## config.mk

```make
export PLATFORM = sky130hd
export DESIGN_NAME = output_frame_formatter
export DESIGN_NICKNAME = d
export VERILOG_FILES = /design/src/rtl/output_frame_formatter.sv
export SDC_FILE = /design/constraint.sdc
export NUM_CORES = 1
export LEC_CHECK = 0
export BUFFER_PORTS_ARGS = -buffer_cell sky130_fd_sc_hd__buf_2
export CORE_ASPECT_RATIO = 0.9
export CORE_UTILIZATION = 39
export CTS_BUF_LIST = sky130_fd_sc_hd__clkbuf_2 sky130_fd_sc_hd__clkbuf_4 sky130_fd_sc_hd__clkbuf_8
export DETAILED_ROUTE_END_ITERATION = 6
export GPL_ROUTABILITY_DRIVEN = 0
export PLACE_DENSITY = 0.55
export SYNTH_ARGS = -nofsm -noshare
export SYNTH_HDL_FRONTEND = slang
export SYNTH_SLANG_ARGS = --single-unit
```

## constraint.sdc

```tcl
create_clock -name clock -period 6.8 [get_ports clock]
set_input_delay 1.36 -clock clock [delete_from_list [all_inputs] [get_ports clock]]
set_output_delay 1.36 -clock clock [all_outputs]
set_load 0.01 [all_outputs]
```

## src/rtl/output_frame_formatter.sv

```systemverilog
// Output frame formatter: tags each incoming pixel byte with raster
// coordinates and frame markers, buffers it in a first-word-fall-through
// FIFO, and presents it to the output port. It also flags dropped bytes
// and frames of the wrong length, and pulses FrameDone once a frame has
// fully drained.
//
// Handshake: PixelValid is high whenever the FIFO holds at least one entry,
// and the head fields are stable while it stays high. A pixel transfers on
// every rising clock edge where PixelValid && PixelReady. PixelReady may
// depend on PixelValid. The upstream side has no ready signal, so a byte
// offered while the FIFO is full and nothing pops is dropped.
module output_frame_formatter #(
    parameter int WIDTH  = 640,
    parameter int HEIGHT = 480,
    parameter int DEPTH  = 16
) (
    input  logic                    clock,
    input  logic                    reset,
    input  logic [7:0]              DataIn,
    input  logic                    StartIn,
    input  logic                    DoneIn,
    output logic [7:0]              PixelOut,
    output logic [9:0]              PixelX,
    output logic [8:0]              PixelY,
    output logic                    SOF,
    output logic                    EOL,
    output logic                    EOF,
    output logic                    PixelValid,
    input  logic                    PixelReady,
    output logic [$clog2(DEPTH):0]  Level,
    output logic                    Overflow,
    output logic                    FrameError,
    output logic                    FrameDone,
    output logic [1:0]              fsm_state
);

    localparam int AW = $clog2(DEPTH);
    localparam logic [AW:0] FULL_LEVEL = (AW + 1)'(DEPTH);
    localparam logic [9:0]  X_LAST     = 10'(WIDTH - 1);
    localparam logic [8:0]  Y_LAST     = 9'(HEIGHT - 1);

    typedef enum logic [1:0] {
        IDLE   = 2'd0,
        STREAM = 2'd1,
        DRAIN  = 2'd2
    } state_t;

    state_t state;

    // Entry layout: {data[29:22], x[21:12], y[11:3], sof, eol, eof}
    logic [29:0]   mem [DEPTH];
    logic [29:0]   head;
    logic [AW-1:0] wr_ptr;
    logic [AW-1:0] rd_ptr;
    logic [AW:0]   level;
    logic [AW:0]   level_next;
    logic [9:0]    wx;
    logic [8:0]    wy;

    logic accept;
    logic full;
    logic pop;
    logic push;
    logic w_sof;
    logic w_eol;
    logic w_eof;

    // Write-side decisions, FIFO handshake and next occupancy
    always_comb begin
        accept     = StartIn && (state == IDLE || state == STREAM);
        full       = (level == FULL_LEVEL);
        pop        = (level != '0) && PixelReady;
        // A full FIFO still accepts a byte when the head leaves in the same cycle
        push       = accept && (!full || pop);
        w_sof      = (wx == '0) && (wy == '0);
        w_eol      = (wx == X_LAST);
        w_eof      = w_eol && (wy == Y_LAST);
        level_next = level;
        if (push && !pop) begin
            level_next = level + 1'b1;
        end else if (pop && !push) begin
            level_next = level - 1'b1;
        end
    end

    // FIFO storage; contents need no reset because the pointers define validity
    always_ff @(posedge clock) begin
        if (push) begin
            mem[wr_ptr] <= {DataIn, wx, wy, w_sof, w_eol, w_eof};
        end
    end

    // Pointers, occupancy, write counters, frame FSM and sticky flags
    always_ff @(posedge clock) begin
        if (reset) begin
            state      <= IDLE;
            wr_ptr     <= '0;
            rd_ptr     <= '0;
            level      <= '0;
            wx         <= '0;
            wy         <= '0;
            Overflow   <= 1'b0;
            FrameError <= 1'b0;
            FrameDone  <= 1'b0;
        end else begin
            FrameDone <= 1'b0;
            level     <= level_next;
            if (push) begin
                wr_ptr <= wr_ptr + 1'b1;
            end
            if (pop) begin
                rd_ptr <= rd_ptr + 1'b1;
            end
            if (accept && full && !pop) begin
                Overflow <= 1'b1;
            end
            // Dropped bytes still advance the counters so coordinates track the image
            if (accept) begin
                if (w_eol) begin
                    wx <= '0;
                    wy <= w_eof ? '0 : wy + 1'b1;
                end else begin
                    wx <= wx + 1'b1;
                end
            end
            case (state)
                IDLE: begin
                    if (accept) begin
                        state <= w_eof ? DRAIN : STREAM;
                    end
                end
                STREAM: begin
                    if (accept && w_eof) begin
                        state <= DRAIN;
                    end else if (DoneIn) begin
                        FrameError <= 1'b1;
                        state      <= DRAIN;
                    end
                end
                DRAIN: begin
                    if (StartIn) begin
                        FrameError <= 1'b1;
                    end
                    // Done is raised together with the final pop so it shows the cycle after
                    if (level_next == '0) begin
                        state     <= IDLE;
                        FrameDone <= 1'b1;
                        wx        <= '0;
                        wy        <= '0;
                    end
                end
                default: state <= IDLE;
            endcase
        end
    end

    // Head entry presented on the output port, forced to zero while empty
    always_comb begin
        head       = mem[rd_ptr];
        PixelValid = (level != '0);
        PixelOut   = '0;
        PixelX     = '0;
        PixelY     = '0;
        SOF        = 1'b0;
        EOL        = 1'b0;
        EOF        = 1'b0;
        if (PixelValid) begin
            PixelOut = head[29:22];
            PixelX   = head[21:12];
            PixelY   = head[11:3];
            SOF      = head[2];
            EOL      = head[1];
            EOF      = head[0];
        end
    end

    assign Level     = level;
    assign fsm_state = state;

endmodule

```

==> results.cfg, run 1 <==
[power]
peakVddDrop_mv = 0.212
total_power_mw = 7.65
power_density_nw_per_um2 = 331
leakagePower_nw = 7.61

[synth]
yosysWarnings = 0
yosys.area.top_type_share = 0.709
synth.distinct_cells = 49
synth_top_cell_by_area = edfxtp_1
post-synth-top-count-cell = edfxtp_1
syn_inst = 973
yosys-top-cells-count = edfxtp_1 (480), mux4_2 (150), dfxtp_1 (41)
synthesis.nets = 997
synthArstFlopShare = 0
ys_ff_latch = 521
synth_area_leaders = edfxtp_1 (71%), mux4_2 (17%), dfxtp_1 (4.0%)
seq_area_frac_synth = 0.749
ys.flop_type = edfxtp_1
synth_edf_count = 480
synth_area_um2 = 20300
postSynthAreaPerCell_um2 = 20.9

[clock_network]
cts.repair.resized = 0
clockBufferDepth = 3
clock_sinks = 521
cts_buffers = 83
tritoncts = done
root_buffer = clkbuf_8
cts_setup_buffers = 0
htree_levels = 3
hold_buffers = 0
clk_latency_ns = 0.65
clk_pin_slew_ns = 0.05

[run_status]
status = finished clean

[place]
port_buffers = 53
dp_hpwl_um = 24500
pre_cts_slack_ns = 2.44
dpl_cell_area_um2 = 21600

[hold_path]
holdCritPathClass = register to register

[route]
vias_per_cell = 5.37
wl_um = 45900
drtIter0Drc = 862
ant_nets = 0
route.detailed.drc = 0
drtPass1Iterations = 4
vias = 9854
wire_per_inst_um = 25.0

[global_route]
grt_pass1_wl_um = 68200
grt_max_degree = 62
antenna_found_initial = 0
grt_use_total = 0.178
grt-ovfl-total = 0
grt_pass1_vias = 10500

[critical_path]
cp_max_fo = 61
slowest_delay_ns = 0.97
worst_path_most_repeated_cell = mux4_2
crit_required_ns = 5.44
cp-start-kind = register
critical_path_class = register to output port
cp_data_arrival_time_ns = 3.32
endpoint_kind = output port
path_cells = buf_12 > mux4_2 > mux4_2 > and2_1 > buf_2
crit_slowest_cell = dfxtp_4

[cells_and_area]
multiInputGateArea_um2 = 4960
final_design_area_no_fill_um2 = 23100
n_fill_cell = 4431
layout.nets = 1108
diodes = 0
seqCellArea_um2 = 15200
drive_above_1_share = 0.326
area_delta_synth_final_pct = 13.7

[die]
die_height_um = 219
start_util = 0.394
io-pin-count = 54
core.rowCount = 79
die-width_um = 243
core_um2 = 51600
dieArea_um2 = 53100

[timing]
setup_violations = 0
hold_viol_final = 0
setup_tns_ns = 0
fmax_mhz = 214
rsz0062_at_grt = no
hold_slack_ns = 0.470
maxSlewViolCount = 0
fin_ws_ns = 2.12
tightest_slew_ns = 1.14
min_period_ns = 4.68
timing.slew.headroom = 0.231
skew_ns = 0.0241
fin_crit_sh = 0.688

[flow_run]
drv_cap = 0
-- per-stage QoR --
| step | utilization | std cells |
|---|---|---|
| 4_1_cts | 0.448 | 1835 |
| 3_3_place_gp | 0.418 | 1687 |
| 5_1_grt | 0.448 | 1835 |
| 3_5_place_dp | 0.418 | 1687 |
| 6_report | 0.448 | 1835 |
| 2_1_floorplan | - | 973 |
-- kinds of logic (layout without fill, tap and decap cells) --
family,count (synthesis),count (layout),synth area share
flip-flops,521,521,0.749
AND/OR/NAND/NOR,170,170,0.0450
multiplexers,151,151,0.167
buffers and inverters,66,240,0.0132
AO/OA/AOI/OAI,32,32,0.0102
XOR/XNOR,22,22,0.00947
adder cells (fa/ha/maj),11,11,0.00677
-- area by class of cell --
type / instances / share of cell area
clock buffers: 110 / 0.0592
clock inverters: 38 / 0.00698
inverters: 15 / 0.00243
multi-input cells: 386 / 0.214
flip-flops and latches: 521 / 0.659
well taps: 688 / 0.0372
repair buffers: 77 / 0.0203
-- flip-flops by register name, indices dropped and copies added, names as in the netlist, named ones only --
register / flops
wy: 9
FrameError: 1
wx: 10
FrameDone: 1
rd_ptr: 4
Level: 5
Overflow: 1
fsm_state: 2
mem: 480
wr_ptr: 4
-- where the power goes --
group	switching (mW)	internal, mW
Sequential	0.113	3.55
Combinational	0.743	0.748
Clock	1.19	1.31
-- metal layers --
layer	track usage	wire [µm]	vias to the layer above	part of all wire
met5	0	0	-	0
met2	0.273	21500	256	0.47
met1	0.254	21300	5261	0.46
met4	0.0574	1020	0	0.022
met3	0.0376	2040	76	0.044
li1	-	-	4261	-
-- path summary, 6_finish.rpt --
kind | depth (start not counted) | start | slack [ns] | end
max | 5 | register | 2.12 | PixelY[0]
min | 2 | Overflow | 0.47 | Overflow
max reg2reg | 8 | Level[1] | 3.10 | mem[15][21]
min reg2reg | 2 | Overflow | 0.47 | Overflow
-- cell usage in the layout (no fill, tap or decap), types with 3 or more instances in the layout --
cell,instances
a21oi_1,10
a31oi_1,5
and2_1,32
buf_2,53
buf_4,22
clkbuf_4,23
clkbuf_8,87
clkinv_1,29
clkinv_2,8
dfxtp_1,37
edfxtp_1,480
ha_1,11
inv_1,14
mux4_2,150
nand2_1,24
nand2b_1,4
nand3_1,9
nand4_1,9
nor2_1,22
nor2_4,12
nor3_1,19
nor3_2,4
nor4_1,15
o21ai_0,3
o22ai_1,3
xnor2_1,7
xor2_1,15
-- worst max-delay path: cells and delay by family, from the launching register on --
family / cells / cell delay [ns]
mux: 2 / 0.91
buf+inv: 2 / 0.55
simple gates: 1 / 0.19
flops: 1 / 0.97
Note: power is estimated with default switching activity, not from simulation.
==> inputs of run 2 (changes only) <==
PLACE_DENSITY = 0.57   (was 0.55)
clock period = 4.05 ns   (was 6.8 ns; I/O delays follow)
==> run 2 against run 1 <==
Sequential power rose by 66%. Flip-flop and latch count did not move. Sequential share of layout area fell by 1.2 points. Via count rose by 1.5%. First-iteration DRC count rose by 0.23%. Highest routed layer unchanged. Clock skew rose by 0.0043 ns. Critical endpoint is now PixelOut[6]. Non-clock buffer count rose by 20.
==> results.cfg, run 2 (same netlist as run 1, synthesis figures left out) <==
[timing]
fin_ws_ns = 0.264
timing.slew.headroom = 0.449
maxSlewViolCount = 0
hold_viol_final = 0
skew_ns = 0.0284
fin_crit_sh = 0.935
min_period_ns = 3.79
hold_slack_ns = 0.470
rsz0062_at_grt = no
tightest_slew_ns = 0.825
setup_violations = 0
setup_tns_ns = 0
fmax_mhz = 264

[global_route]
grt_pass1_wl_um = 68400
antenna_found_initial = 0
grt_pass1_vias = 10400
grt-ovfl-total = 0
grt_max_degree = 55
grt_use_total = 0.177

[cells_and_area]
fin_util = 0.457
area_delta_synth_final_pct = 15.8
layout_commonest_cell = edfxtp_1
most-common-layout-cells = edfxtp_1 (480), mux4_2 (150), clkbuf_8 (88)
reg_top3 = mem: 480 flops, wx: 10 flops, wy: 9 flops
largest_register_ffs = 480
seqCellArea_um2 = 15200
diodes = 0
multiInputGateArea_um2 = 4980
regMostFlops = mem
layout.nets = 1130
n_fill_cell = 4340
drive_above_1_share = 0.344

[clock_network]
cts_setup_buffers = 0
tritoncts = done
hold_buffers = 0
cts.repair.resized = 0
clk_latency_ns = 0.66
clk_pin_slew_ns = 0.06
cts_buffers = 85
clock_sinks = 521
root_buffer = clkbuf_8
clockBufferDepth = 3
htree_levels = 3

[critical_path]
cp_data_arrival_time_ns = 2.98
critical_path_class = register to output port
cp_max_fo = 29
reg2reg_depth = 8
cp-start-kind = register
endpoint_kind = output port
crit_required_ns = 3.24

[route]
vias = 10000
drtIter0Drc = 864
drtPass1Iterations = 5
route.detailed.drc = 0
vias_per_cell = 5.36
ant_nets = 0
wire_per_inst_um = 24.5
wl_um = 45800

[place]
port_buffers = 53
dp_hpwl_um = 25100
pre_cts_slack_ns = 0.920

[die]
die_height_um = 219
core.rowCount = 79
io-pin-count = 54
dieArea_um2 = 53100
core_um2 = 51600
die-width_um = 243
start_util = 0.394

[hold_path]
holdPathStages = 2
holdCritPathClass = register to register

[power]
peakVddDrop_mv = 0.286
power_density_nw_per_um2 = 559
leakagePower_nw = 7.78

[run_status]
status = finished clean

[flow_run]
drv_cap = 0
-- run 2: changes by cell type in the layout (fill, tap and decap cells not counted) --
cell | before | now
buf_4 | 22 | 33
buf_12 | 2 | 11
nor3_2 | 4 | 0
nor3_4 | 0 | 4
inv_8 | 0 | 3
bufinv_16 | 0 | 2
clkbuf_4 | 23 | 25
clkinv_2 | 8 | 10
clkbuf_8 | 87 | 88
clkinv_1 | 29 | 30
clkinvlp_4 | 1 | 2
-- run 2: final cells by class --
cell class / instances / share of cell area
clock buffers: 113 / 0.0594
clock inverters: 47 / 0.0117
inverters: 15 / 0.00239
well taps: 688 / 0.0365
flip-flops and latches: 521 / 0.647
repair buffers: 97 / 0.0311
multi-input cells: 386 / 0.212
-- run 2: worst max-delay path, stage by stage (launching register included) --
cell,delay [ns]
dfxtp_4,0.68
buf_4,0.43
mux4_2,0.38
mux4_2,0.50
and2_1,0.17
buf_2,0.13
-- run 2: path summary, 6_finish.rpt --
| check | to | startpoint | slack, ns |
|---|---|---|---|
| max reg2reg | fsm_state[0] | wx[1] | 1.04 |
| min | FrameError | FrameError | 0.47 |
| min reg2reg | FrameError | FrameError | 0.47 |
| max | PixelOut[6] | register | 0.26 |
-- run 2: metrics by stage --
step                      cells  instance area (µm²)  total power, mW
after floorplan             973                20400             7.83
after global placement     1707                21900             8.90
after detailed placement   1707                21900             8.91
after CTS                  1867                23600             13.4
after global routing       1867                23600             13.8
final                      1867                23600             13.2
-- run 2: layer usage --
metal  part of all wire  vias up  global-route usage
met5                  0        -                   0
met4              0.018        0              0.0505
met3              0.044       76              0.0334
met2               0.48      261               0.287
met1               0.45     5356               0.246
li1                   -     4313                   -
-- run 2: power breakdown --
part / switching (mW) / total, mW / internal, mW
combinational: 1.37 / 2.65 / 1.28
clock: 2.05 / 4.45 / 2.40
sequential: 0.100 / 6.06 / 5.96
total: 3.52 / 13.2 / 9.64
==> inputs of run 3 (changes only) <==
clock period = 3.17 ns   (was 4.05 ns; I/O delays follow)
==> run 3 against run 2 <==
The flow now finishes with violations (setup timing). Utilization is 2.3 points higher. Non-clock buffer count is 55 higher. Hold slack worse by 0.12 ns. Critical path depth is 2 higher. Final cell count is 2.4% higher. Critical endpoint is now EOF.
==> results.cfg, run 3 (same netlist as run 1, synthesis figures left out) <==
[route]
wl_um = 48500
ant_nets = 0
drtPass1Iterations = 5
vias_per_cell = 5.40
drtIter0Drc = 939
vias = 10300
wire_per_inst_um = 25.4
route.detailed.drc = 0

[hold_path]
worstHoldStart = DataIn[7]
holdCritPathClass = primary input to register
holdPathStages = 1
hold_end = mem[4][29]

[clock_network]
root_buffer = clkbuf_8
clockBufferDepth = 3
htree_levels = 3
cts_buffers = 85
hold_buffers = 0
clk_latency_ns = 0.65
clock_sinks = 521
tritoncts = done
clk_pin_slew_ns = 0.06

[timing]
skew_ns = 0.0243
timing.slew.headroom = 0.460
fin_ws_ns = -0.196
setup_tns_ns = -5.19
hold_slack_ns = 0.348
tightest_slew_ns = 0.809
hold_viol_final = 0
min_period_ns = 3.37
fin_crit_sh = 1.06
rsz0062_at_grt = yes
fmax_mhz = 297
maxSlewViolCount = 0
setup_violations = 30

[cells_and_area]
area_delta_synth_final_pct = 21.7
layout.nets = 1185
diodes = 0
most-common-layout-cells = edfxtp_1 (480), mux4_2 (150), clkbuf_8 (88)
layout_commonest_cell = edfxtp_1
final_design_area_no_fill_um2 = 24800
regMostFlops = mem
largest_register_ffs = 480
n_fill_cell = 4305
drive_above_1_share = 0.392
reg_top3 = mem: 480 flops, wx: 10 flops, wy: 9 flops

[critical_path]
crit_required_ns = 2.54
worst_path_most_repeated_cell = mux4_2
slowest_delay_ns = 0.48
critical_path_class = register to output port
cp_top_family = multiplexers
crit_slowest_cell = mux4_2
path_buf_inv = 4
rrSetupSlack_ns = 0.31
reg2reg_from = Level[0]
cp_data_arrival_time_ns = 2.73
cp_max_fo = 5
path_cells = buf_6 > buf_12 > buf_16 > mux4_2 > mux4_2 > and2_1 > buf_2
r2r-end = mem[0][28]
cp-start-kind = register
reg2reg_depth = 9
endpoint_kind = output port

[global_route]
grt_pass1_vias = 10700
grt_util_met2 = 0.291
grt_pass1_wl_um = 71100
grt_use_total = 0.187
grt.busiest_layer = met2
grt_max_degree = 44
grtUsageMet1 = 0.266
grt-ovfl-total = 0
antenna_found_initial = 0
use_met3 = 0.0387

[die]
io-pin-count = 54
die-width_um = 243
dieArea_um2 = 53100
core.rowCount = 79
die_height_um = 219
start_util = 0.394
core_um2 = 51600

[flow_run]
drv_cap = 0

[power]
power_density_nw_per_um2 = 743
leakagePower_nw = 8.30
total_power_mw = 18.4
peakVddDrop_mv = 0.488

[place]
dpl_cell_area_um2 = 22200
dp_hpwl_um = 25500
port_buffers = 53

[run_status]
violations = setup timing
status = complete, but fails checks
## run 3: changes by cell type in the layout (fill, tap and decap cells not counted), sizes merged
cell / previous run / this run
clkinvlp: 2 / 3
clkinv: 40 / 32
buf: 97 / 145
clkbuf: 113 / 118
inv: 18 / 17
## run 3: per-layer routing
layer  routed length (µm)  part of all wire
met5                    0                 0
met4                  914             0.019
met3                 2870             0.059
met2                23100              0.48
met1                21600              0.45
## run 3: per-stage QoR
step           instances  setup WS [ns]  utilization
4_1_cts             1905         -0.273        0.474
3_3_place_gp        1733          0.396        0.431
5_1_grt             1912         -0.308        0.480
3_5_place_dp        1733          0.351        0.431
6_report            1912         -0.196        0.480
2_1_floorplan        973         -0.328            -
## run 3: worst max-delay path by stage
stage	depth (start not counted)	startpoint	endpoint	slack, ns
6_report	7	register	EOF	-0.20
5_1_grt	7	register	PixelX[9]	-0.31
4_1_cts	6	register	PixelY[4]	-0.27
3_5_place_dp	9	Level[0]	mem[0][2]	0.35
3_3_place_gp	5	register	PixelX[6]	0.40
2_1_floorplan	7	Level[0]	mem[7][0]	-0.33
## run 3: layout make-up
class / count / area [µm²] / area share
Multi-Input combinational cell: 386 / 5050 / 0.204
Clock inverter: 39 / 251 / 0.0102
Timing Repair Buffer: 152 / 1910 / 0.0772
Inverter: 15 / 56.3 / 0.00227
Clock buffer: 111 / 1380 / 0.0559
Sequential cell: 521 / 15200 / 0.616
Tap cell: 688 / 861 / 0.0348
## run 3: report_power, final
group / switching [mW] / total, mW / internal [mW]
sequential: 0.109 / 7.72 / 7.61
clock: 2.64 / 5.66 / 3.02
combinational: 2.14 / 5.01 / 2.87
total: 4.89 / 18.4 / 13.5
## run 3: repair_timing
| item | CTS | global route |
|---|---|---|
| buffers inserted | 10 | 0 |
| gates resized for setup | 51 | 25 |
| cloned | 12 | 7 |
| endpoints found under the setup margin | 30 | 31 |
| pin swaps | 1 | 2 |
## run 3: worst register-to-register path, delay by kind of cell, from the launching register on
| family | cells | cell delay (ns) |
|---|---|---|
| buf+inv | 3 | 0.68 |
| compound gates | 1 | 0.20 |
| simple gates | 4 | 0.94 |
| flops | 1 | 0.44 |
| fa+ha+maj | 1 | 0.26 |
